<file path="src/rtl/logic_unit_pipe.sv">
// ============================================================================
// Module   : logic_unit_pipe
// Brief    : Registered 8-function bitwise logic unit with direct and
//            accumulate modes behind valid/ready handshakes.
// Revision : 1.0 - initial release
// ============================================================================
`default_nettype none

module logic_unit_pipe #(
    parameter int               WIDTH    = 8,
    parameter logic [WIDTH-1:0] ACC_INIT = '0,
    parameter int               COUNT_W  = 8
) (
    input  logic               clk,
    input  logic               rst_n,
    input  logic               in_valid,
    output logic               in_ready,
    input  logic [WIDTH-1:0]   in_a,
    input  logic [WIDTH-1:0]   in_b,
    input  logic [2:0]         op_sel,
    input  logic               acc_mode,
    input  logic               acc_clear,
    output logic               out_valid,
    input  logic               out_ready,
    output logic [WIDTH-1:0]   out_data,
    output logic               out_zero,
    output logic               out_ones,
    output logic [WIDTH-1:0]   acc_value,
    output logic [COUNT_W-1:0] op_count
);

    localparam logic [COUNT_W-1:0] c_count_one = COUNT_W'(1);

    typedef enum logic [0:0] {
        ST_EMPTY = 1'b0,
        ST_FULL  = 1'b1
    } state_t;

    state_t             r_state;
    state_t             w_state_nxt;
    logic [WIDTH-1:0]   r_data;
    logic               r_zero;
    logic               r_ones;
    logic [WIDTH-1:0]   r_acc;
    logic [COUNT_W-1:0] r_count;

    logic               w_accept;
    logic [WIDTH-1:0]   w_acc_eff;
    logic [WIDTH-1:0]   w_first;
    logic [WIDTH-1:0]   w_second;
    logic [WIDTH-1:0]   w_result;

    assign in_ready  = (r_state == ST_EMPTY) || out_ready;
    assign w_accept  = in_valid && in_ready;

    // A same-cycle clear feeds ACC_INIT into the accumulate operation.
    assign w_acc_eff = acc_clear ? ACC_INIT : r_acc;
    assign w_first   = acc_mode ? w_acc_eff : in_a;
    assign w_second  = acc_mode ? in_a      : in_b;

    always_comb begin
        w_result = '0;
        case (op_sel)
            3'd0:    w_result = w_first & w_second;
            3'd1:    w_result = ~(w_first & w_second);
            3'd2:    w_result = w_first | w_second;
            3'd3:    w_result = ~(w_first | w_second);
            3'd4:    w_result = w_first ^ w_second;
            3'd5:    w_result = ~(w_first ^ w_second);
            3'd6:    w_result = ~w_first;
            default: w_result = w_first;
        endcase
    end

    always_comb begin
        w_state_nxt = r_state;
        case (r_state)
            ST_EMPTY: if (w_accept)               w_state_nxt = ST_FULL;
            ST_FULL:  if (out_ready && !w_accept) w_state_nxt = ST_EMPTY;
            default:                              w_state_nxt = ST_EMPTY;
        endcase
    end

    always_ff @(posedge clk or negedge rst_n) begin
        if (!rst_n) begin
            r_state <= ST_EMPTY;
            r_data  <= '0;
            r_zero  <= 1'b1;
            r_ones  <= 1'b0;
            r_acc   <= ACC_INIT;
            r_count <= '0;
        end else begin
            r_state <= w_state_nxt;
            if (w_accept) begin
                r_data  <= w_result;
                r_zero  <= (w_result == '0);
                r_ones  <= (w_result == '1);
                r_count <= r_count + c_count_one;
            end
            // A new accumulate result always wins over a clear.
            if (w_accept && acc_mode) begin
                r_acc <= w_result;
            end else if (acc_clear) begin
                r_acc <= ACC_INIT;
            end
        end
    end

    assign out_valid = (r_state == ST_FULL);
    assign out_data  = r_data;
    assign out_zero  = r_zero;
    assign out_ones  = r_ones;
    assign acc_value = r_acc;
    assign op_count  = r_count;

endmodule

`default_nettype wire

</file>
<file path="config.mk">
export PLATFORM = sky130hd
export DESIGN_NAME = logic_unit_pipe
export DESIGN_NICKNAME = d
export VERILOG_FILES = /design/src/rtl/logic_unit_pipe.sv
export SDC_FILE = /design/constraint.sdc
export NUM_CORES = 1
export LEC_CHECK = 0
export BUFFER_PORTS_ARGS = -buffer_cell sky130_fd_sc_hd__buf_2
export CORE_MARGIN = 4
export CORE_UTILIZATION = 25
export CTS_CLUSTER_SIZE = 16
export DETAILED_ROUTE_END_ITERATION = 10
export GPL_TIMING_DRIVEN = 0
export PLACE_DENSITY = 0.43
export SYNTH_ARGS = -nofsm -noshare
export SYNTH_HDL_FRONTEND = slang
export SYNTH_SLANG_ARGS = --single-unit
</file>
<file path="constraint.sdc">
create_clock -name clk -period 4 [get_ports clk]
set_input_delay 0 -clock clk [delete_from_list [all_inputs] [get_ports clk]]
set_output_delay 0 -clock clk [all_outputs]
set_load 0.01 [all_outputs]
</file>
# ---- Word-level counts from Yosys, hierarchy flattened
# Index checks and enable logic that the tools add are counted.
dict set report op_classes {
  addsub 1
  eq_ne 7
  n_mux 8
  bitwise 8
  reduce_logical 7
}
# cell count
set ops {}
lappend ops {{8-bit one-hot mux with 7 select lines} 1}
lappend ops {{8-bit 2-to-1 mux} 4}
lappend ops {{8-bit NOT} 4}
lappend ops {{3-bit equality test (second input constant)} 3}
lappend ops {{8-bit by 1-bit adder with 8-bit output (second input constant)} 1}
lappend ops {{8-bit bitwise AND} 1}
lappend ops {{8-bit equality test (second input constant)} 1}
lappend ops {{8-bit logical NOT} 1}
lappend ops {{8-bit OR} 1}
lappend ops {{8-bit XOR} 1}
lappend ops {{3-bit by 2-bit equality test with 1-bit output (second input constant)} 2}
lappend ops {{3-bit by 1-bit equality test with 1-bit output (second input constant)} 1}
lappend ops {{1-bit logical AND} 3}
lappend ops {{3-bit logical NOT} 1}
lappend ops {{1-bit 2-to-1 mux} 2}
lappend ops {{1-bit one-hot mux with 2 select lines} 1}
lappend ops {{1-bit logical NOT} 1}
lappend ops {{1-bit logical OR} 1}
lappend ops {{1-bit NOT} 1}
dict set report totals {
  reg_bits 27
  in_bits 25
  out_inout_bits 28
  elab_cells 37
}

# ---- Depth between registers and ports, before layout
# Gate-level depths: netlist (run 1).
dict set report logic_depth {
  ltp_word 7
  depth_mapped 11
  ltp_nobuf 10
}

# ---- Least setup slack after synthesis (run 1)
# Ideal clock, no wire load.
dict set report synth_timing {
  kind {flip-flop to flip-flop}
  startpoint {register r_acc[5] (netlist: acc_value[5])}
  endpoint {register r_zero (netlist: out_zero)}
  arrival_ns 2.206
  required_time_ns 3.909
  setup_slack_ns 1.703
  stages_incl_launch_ff 11
  cell_sequence {dfrtp_1 -> nor2b_1 -> mux2i_1 -> inv_1 -> ha_1 -> or2_2 -> a32o_1 -> a21oi_1 -> and3_1 -> o21ai_0 -> o31ai_1}
}
dict set report synth_between {
  elab_chain_cells 6
  word_cells_on_any_way 11
}
# element line
set synth_rtl {}
lappend synth_rtl {{from (decl)} 44} ;# logic [WIDTH-1:0] r_acc;
lappend synth_rtl {{from (signal assigned)} 102} ;# r_acc <= w_result;
lappend synth_rtl {{8-bit 2-to-1 mux *} -}
lappend synth_rtl {{8-bit 2-to-1 mux *} 58} ;# assign w_first = acc_mode ? w_acc_eff : in_a;
lappend synth_rtl {{8-bit XOR (tied with other cells)} {68, 69}}
lappend synth_rtl {{8-bit NOT, on equally long branches} {69, 65, 67}}
lappend synth_rtl {{8-bit one-hot mux with 7 select lines *} 63} ;# case (op_sel)
lappend synth_rtl {{8-bit logical NOT *} 96} ;# r_zero <= (w_result == '0);
lappend synth_rtl {{to (signal assigned)} 96}
lappend synth_rtl {{to (decl)} 42} ;# logic r_zero;
# Mark *: on every way between the ends. The rest lies on a longest branch, timed or not.
# A chain may end at the register's enable or synchronous reset.

# ---- Final worst setup path (run 1)
# Same ends and word-level chain as after synthesis.

==> metrics, run 1 <==
Antenna Diode Count=0; nets=between 300 and 400; CTS sink cnt=27; Critical path origin=acc_value[5]; vias in the first global route=roughly 1900; most common cell after layout, fill and taps aside=buf_2; TritonCTS clock tree=built; Iteration-0 DRC Markers=43; area of the die=approximately 10000 um2; CP arrival=between 2 and 3 ns; share of layout cells above drive strength 1=28.28%; Die H=between 90 and 100 um; power per cell area=~330 nW/um2; mux cell area share after synthesis=between 6 and 7%; Synth warnings=0; xor/xnor cell area share of the yosys netlist=roughly 6.8%; Overflow after GRT=0; reg2reg start=acc_value[5]; vias=1803; Hold-fix buffers, CTS=2; Crit path largest cell delay=0.39 ns; Synth top area share=31.42%; post-synth cell types=46; dominant combinational cell family by area after synthesis=simple AND/OR/NAND/NOR gates; post-cts sizing count=0; Post-Syn Instances=233; EDFF count, synth=0; Worst Max-Slew Pin Slew=between 0.5 and 0.6 ns; Final setup violation count=0; worst path required time=~4.2 ns; Yosys reg bits=27; crit path kind=reg2reg; Hold Path Origin=out_ready; hold slack=approximately 0.058 ns; routability cong.=0.7692; Fill cells=around 850; final worst setup slack=about 1.5 ns; DR WL met2=roughly 2500 um; Met1 Wirelength=approximately 2700 um; area delta synth->final=21.63%; met3 routed WL=roughly 260 um; multi-input combinational cell area=1264 um2; top routing layer in use=met4; relative slew slack=about three fifths; antenna violations before repair=0; complex-gate fraction of the synthesized area=between 10% and 20%; Hold Crit Depth=3; Final ANT Viol Nets=0; io pins=53; RSZ-0062 raised after global routing=false; fin util=approximately a third; Seq/Total Area, Yosys=approximately a third; adder-cell area share of the yosys netlist=around a tenth; Cell Chain, Critical Path=nor2b_1, mux2i_1, inv_1, ha_1, or2_2, a32o_1, a21oi_1, and3_1, o21ai_0, o31ai_1; drt via density=4.599; first-pass GRT wire length=around 9400 um; later-pin clock latency in the skew report=0.27 ns; htree depth=1; CTS Buffer Depth=2; Post-Synth Simple-Gate Area=between 20% and 30%; f_max=~400 MHz; max-slew violations=0; total routed wirelength=5536 um; post-synth top area cell=dfrtp_1; die width=approximately 100 um; VDD IR max=~0.12 mV; Syn Area/Cell=around 8.9 um2; Final Critical Period=2.489 ns; commonest cells after routing, fill and taps aside=53 x buf_2, 27 x nand2_1, 26 x dfrtp_1; result of the run=finished clean; maximum fanout along the worst path=4; Row Count=32; Mapped Area=between 2000 and 2500 um2; drt drc=0; Avg WL per Cell=about 14 um; CP Capture Type=flop; Leak=between 0.001 and 0.0015 uW; IO Port Bufs=51; pin count of the biggest net entering global routing=28; net count after synthesis=274; critical path's slowest cell=dfrtp_1; Startpoint Class=flop; setup bufs post-CTS=0; drt pass-1 iters=4; FF/Latch Area=676.9 um2; Starting Density=approximately a quarter; Design Power=around 840 uW; Final Cycle Share=between 60% and 70%; top cells by area, synth=dfrtp_1 31%, ha_1 9.7%, xnor2_1 6.3%, mux2_2 5.4%, nand2_1 4.9%; Worst-path clk slew=~0.090 ns; dominant synthesized flop cell=dfrtp_1; maxcap violations=0; Fin Setup TNS=0 ns; worst-case reg-to-reg path depth=10; Final HPWL DP=about 4500 um; Fin. Hold Viols=0; Root Buffer=clkbuf_8; pre-CTS setup slack=1.413 ns; CORE AREA=between 7000 and 8000 um2; Num CTS Buffers=3; asr flop ratio synth=100.0%; Min-Delay Path Class=in2reg; Final Skew=roughly 0.0053 ns; total global-route track usage=a little under an eighth
==> registers in the layout, indices dropped and copies added, names as in the netlist <==
name and count:
out_data 8, out_valid 1, op_count 8, out_zero 1, acc_value 8, out_ones 1
==> layer usage <==
metal	vias up	track usage, %
met3	9	1.415
met5	-	0
met1	822	15.96
met2	40	19.16
met4	0	3.571
li1	932	-
==> worst max-delay path, delay by kind of cell, from the launching register on <==
family	cells	cell delay [ns]
adders and majority gates	1	0.19
DFF	1	0.39
muxes	1	0.29
and+or+nand+nor	3	0.61
buffers and inverters	1	0.08
AOI/OAI and AO/OA	4	0.85
==> cells in the mapped netlist (2+ instances only) <==
cell type / count
a211oi_1: 5
a21oi_1: 5
a221o_1: 3
a311oi_1: 4
a31o_2: 2
a32o_1: 2
and2_1: 5
and3_1: 2
buf_2: 2
buf_4: 3
clkbuf_1: 5
dfrtp_1: 26
ha_1: 16
inv_1: 16
mux2_2: 10
mux2i_1: 2
nand2_1: 27
nand2b_1: 5
nand3_1: 10
nand3b_1: 4
nand4_1: 3
nor2_1: 8
nor2b_1: 9
nor3_1: 2
o21ai_0: 20
o31ai_1: 3
xnor2_1: 15
==> report_power, final <==
part,switching [uW],leakage [uW],total (uW),internal [uW]
sequential,50.6,0.000342,376,325
combinational,171,0.000839,311,140
clock,82.9,0.0000228,154,71.4
==> final timing paths <==
kind	endpoint	slack [ns]
max in group asynchronous	op_count[7]	3.35
hold / removal	out_valid	0.06
setup / recovery	out_zero	1.51
hold reg to reg	op_count[7]	0.47
setup reg to reg	out_zero	1.51
min in group asynchronous	op_count[5]	0.26
==> through the flow <==
stage / cells / cell area, um2
6_report: 392 / 2519
5_1_grt: 392 / 2519
4_1_cts: 392 / 2519
3_5_place_dp: 386 / 2454
3_3_place_gp: 386 / 2454
2_1_floorplan: 233 / 2071
==> cell type report <==
class | instances | area share (%)
buffer | 11 | 2.484
clock buffer | 4 | 1.788
inverter | 18 | 2.683
multi-input combinational | 177 | 50.17
sequential | 27 | 26.88
tap | 102 | 5.067
timing repair buffer | 53 | 10.93
==> cell families after synthesis <==
family	count (synthesis)
mux	12
compound gates	51
buf+inv	29
fa+ha+maj	16
xor+xnor	16
simple gates	82
flops	27
Note: power is estimated with default switching activity, not from simulation.
==> inputs of run 2 (changes only) <==
--- a/config.mk
+++ b/config.mk
@@ -5,13 +5,14 @@
 export SDC_FILE = /design/constraint.sdc
 export NUM_CORES = 1
 export LEC_CHECK = 0
+export ABC_AREA = 1
 export BUFFER_PORTS_ARGS = -buffer_cell sky130_fd_sc_hd__buf_2
 export CORE_MARGIN = 4
 export CORE_UTILIZATION = 25
 export CTS_CLUSTER_SIZE = 16
 export DETAILED_ROUTE_END_ITERATION = 10
 export GPL_TIMING_DRIVEN = 0
-export PLACE_DENSITY = 0.43
+export PLACE_DENSITY = 0.42
 export SYNTH_ARGS = -nofsm -noshare
 export SYNTH_HDL_FRONTEND = slang
 export SYNTH_SLANG_ARGS = --single-unit
==> constraint.sdc (replaced) <==
create_clock -name clk -period 2.4 [get_ports clk]
set_input_delay 0 -clock clk [delete_from_list [all_inputs] [get_ports clk]]
set_output_delay 0 -clock clk [all_outputs]
set_load 0.01 [all_outputs]
==> metrics, run 2 <==
dominant synthesized flop cell=dfrtp_1; Final Critical Period=about 2.0 ns; Num CTS Buffers=3; FF/Latch Area=676.9 um2; Min-Delay Path Class=in2reg; Fin Setup TNS=0 ns; Worst Max-Slew Pin Slew=between 0.6 and 0.7 ns; post-synth top area cell=dfrtp_1; final worst setup slack=just over 0.4 ns; Overflow after GRT=0; Final Non-Filler Cells=about 520; top cells by area, synth=dfrtp_1 29%, nand2_1 21%, inv_1 9.1%, ha_1 8.9%, nand3_1 8.6%; max-slew violations=0; RSZ-0062 raised after global routing=false; CP Capture Type=flop; later-pin clock latency in the skew report=0.27 ns; Root Buffer=clkbuf_8; io pins=53; relative slew slack=between 50% and 60%; f_max=around 500 MHz; TritonCTS clock tree=built; vias=between 2000 and 2500; multi-input combinational cell area=between 1000 and 1500 um2; Iteration-0 DRC Markers=100; Crit path largest cell delay=0.35 ns; total routed wirelength=about 6400 um; vias in the first global route=roughly 2200; CP arrival=between 2 and 2.5 ns; synth cell count leaders=129 x nand2_1, 55 x inv_1, 39 x nand3_1, 28 x nor2_1, 26 x dfrtp_1; drt via density=roughly 4.4; Final Skew=about 0.0039 ns; Post-Syn Instances=between 300 and 400; maxcap violations=0; CTS Buffer Depth=2; EDFF count, synth=0; setup bufs post-CTS=0; Syn Area/Cell=6.387 um2; pin count of the biggest net entering global routing=28; VDD IR max=around 0.29 mV; result of the run=finished clean; IO Port Bufs=49; first-pass GRT wire length=between 10000 and 15000 um; Final Cycle Share=between 80% and 90%; asr flop ratio synth=between 90% and 100%; drt pass-1 iters=4; Synth top area share=approximately 29%; Inst Count DP=511; die width=approximately 100 um; Hold-fix buffers, CTS=3; Final setup violation count=0; routability cong.=roughly 0.84; Avg WL per Cell=between 10 and 15 um; Final HPWL DP=~5100 um; Mapped Area=between 2000 and 2500 um2; area of the die=~11000 um2; Leak=between 0.0015 and 0.002 uW; most common cell after layout, fill and taps aside=nand2_1; post-synth cell types=25; Row Count=34; worst path required time=between 2 and 3 ns; Final ANT Viol Nets=0; total global-route track usage=between 10 and 15%; Fill cells=~990; Cell Chain, Critical Path=inv_1, nor2_1, nand2_1, nand2_1, inv_1, ha_1, inv_1, nand3_1, nand2_1, nor2_1, nand3_1, nor2_1, nand3_1, o21bai_2; net count after synthesis=roughly 400; Startpoint Class=flop; Worst-path clk slew=around 0.10 ns; maximum fanout along the worst path=4; area delta synth->final=20.20%; share of layout cells above drive strength 1=18.05%; CORE AREA=just under 9000 um2; Die H=just over 100 um; crit path kind=reg2reg; post-cts sizing count=0; nets=between 400 and 500; Starting Density=25.80%; htree depth=1; drt drc=0; most frequent cell after synthesis=nand2_1; power per cell area=roughly 540 nW/um2; Fin. Hold Viols=0; pre-CTS setup slack=roughly 0.066 ns; antenna violations before repair=0; CTS sink cnt=27; Synth warnings=0; Antenna Diode Count=0; Seq/Total Area, Yosys=about 30%; commonest cells after routing, fill and taps aside=129 x nand2_1, 55 x inv_1, 51 x buf_2; critical path's slowest cell=dfrtp_1; Yosys reg bits=27
## run 2: cell count changes in the layout (fill, tap and decap cells not counted), sizes merged, moves of 5 or more
cell / previous run / this run
a211oi: 5 / 0
a21oi: 6 / 0
and2: 5 / 0
inv: 17 / 58
mux2: 10 / 0
nand2: 27 / 129
nand2b: 5 / 0
nand3: 10 / 43
nor2: 8 / 33
nor2b: 9 / 0
xnor2: 15 / 2
## run 2: where the power goes
| part | internal [uW] | switching, uW | total, uW | leakage, uW |
|---|---|---|---|---|
| clock | 116 | 147 | 263 | 0.0000255 |
| combinational | 231 | 347 | 579 | 0.00122 |
| sequential | 556 | 83.0 | 639 | 0.000331 |
| total | 904 | 577 | 1480 | 0.00158 |
## run 2: final cells by class
class                   instances  share of cell area [%]
multi-input cells             259                   47.84
clock inverters                 1                  0.1842
clock buffers                   3                   1.519
plain buffers                   9                   2.302
inverters                      59                   8.149
repair buffers                 52                   10.13
flip-flops and latches         27                   24.91
well taps                     108                   4.972
## run 2: stage by stage
step | area [um2] | hold slack [ns] | total power, uW | util (%)
global route | 2718 | 0.09126 | 1634 | 31.01
detailed placement | 2641 | 0.06168 | 1237 | 30.14
floorplan | 2261 | -0.2956 | 1007 | -
global placement | 2641 | 0.06019 | 1232 | 30.14
CTS | 2718 | 0.07842 | 1508 | 31.01
finish | 2718 | 0.08906 | 1481 | 31.01
## run 2: routing by layer
metal  global-route usage, %  wire [um]  vias up
met4                   1.195         17        0
li1                        -          -     1195
met2                   20.42       2953       39
met5                       0          0        -
met3                   1.827        242        2
met1                   18.13       3220     1019
## run 2: cells by family (layout without fill, tap and decap cells)
| logic type | Yosys count | count (layout) | share of synthesized area [%] |
|---|---|---|---|
| simple gates | 212 | 212 | 40.12 |
| compound gates | 24 | 24 | 5.810 |
| buf+inv | 68 | 124 | 12.56 |
| flops | 27 | 27 | 29.94 |
| fa+ha+maj | 16 | 16 | 8.854 |
| xor+xnor | 7 | 7 | 2.712 |
## run 2: critical path, delay by kind of cell (launching register included)
| family | cells | cell delay [ns] |
|---|---|---|
| and+or+nand+nor | 9 | 1.04 |
| AOI/OAI and AO/OA | 1 | 0.12 |
| DFF | 1 | 0.35 |
| adders and majority gates | 1 | 0.29 |
| buffers and inverters | 3 | 0.13 |
## run 2: final timing paths
kind                            slack [ns]  cells after the start            to         start
worst max-delay path                  0.41                     14      out_zero  acc_value[5]
worst min-delay path                  0.09                      4  acc_value[2]     acc_clear
worst max register to register        0.41                     14      out_zero  acc_value[5]
worst min register to register        0.46                      1   op_count[7]   op_count[7]
max in group asynchronous             1.73                      2   out_data[6]         rst_n
min in group asynchronous             0.26                      2   op_count[3]         rst_n
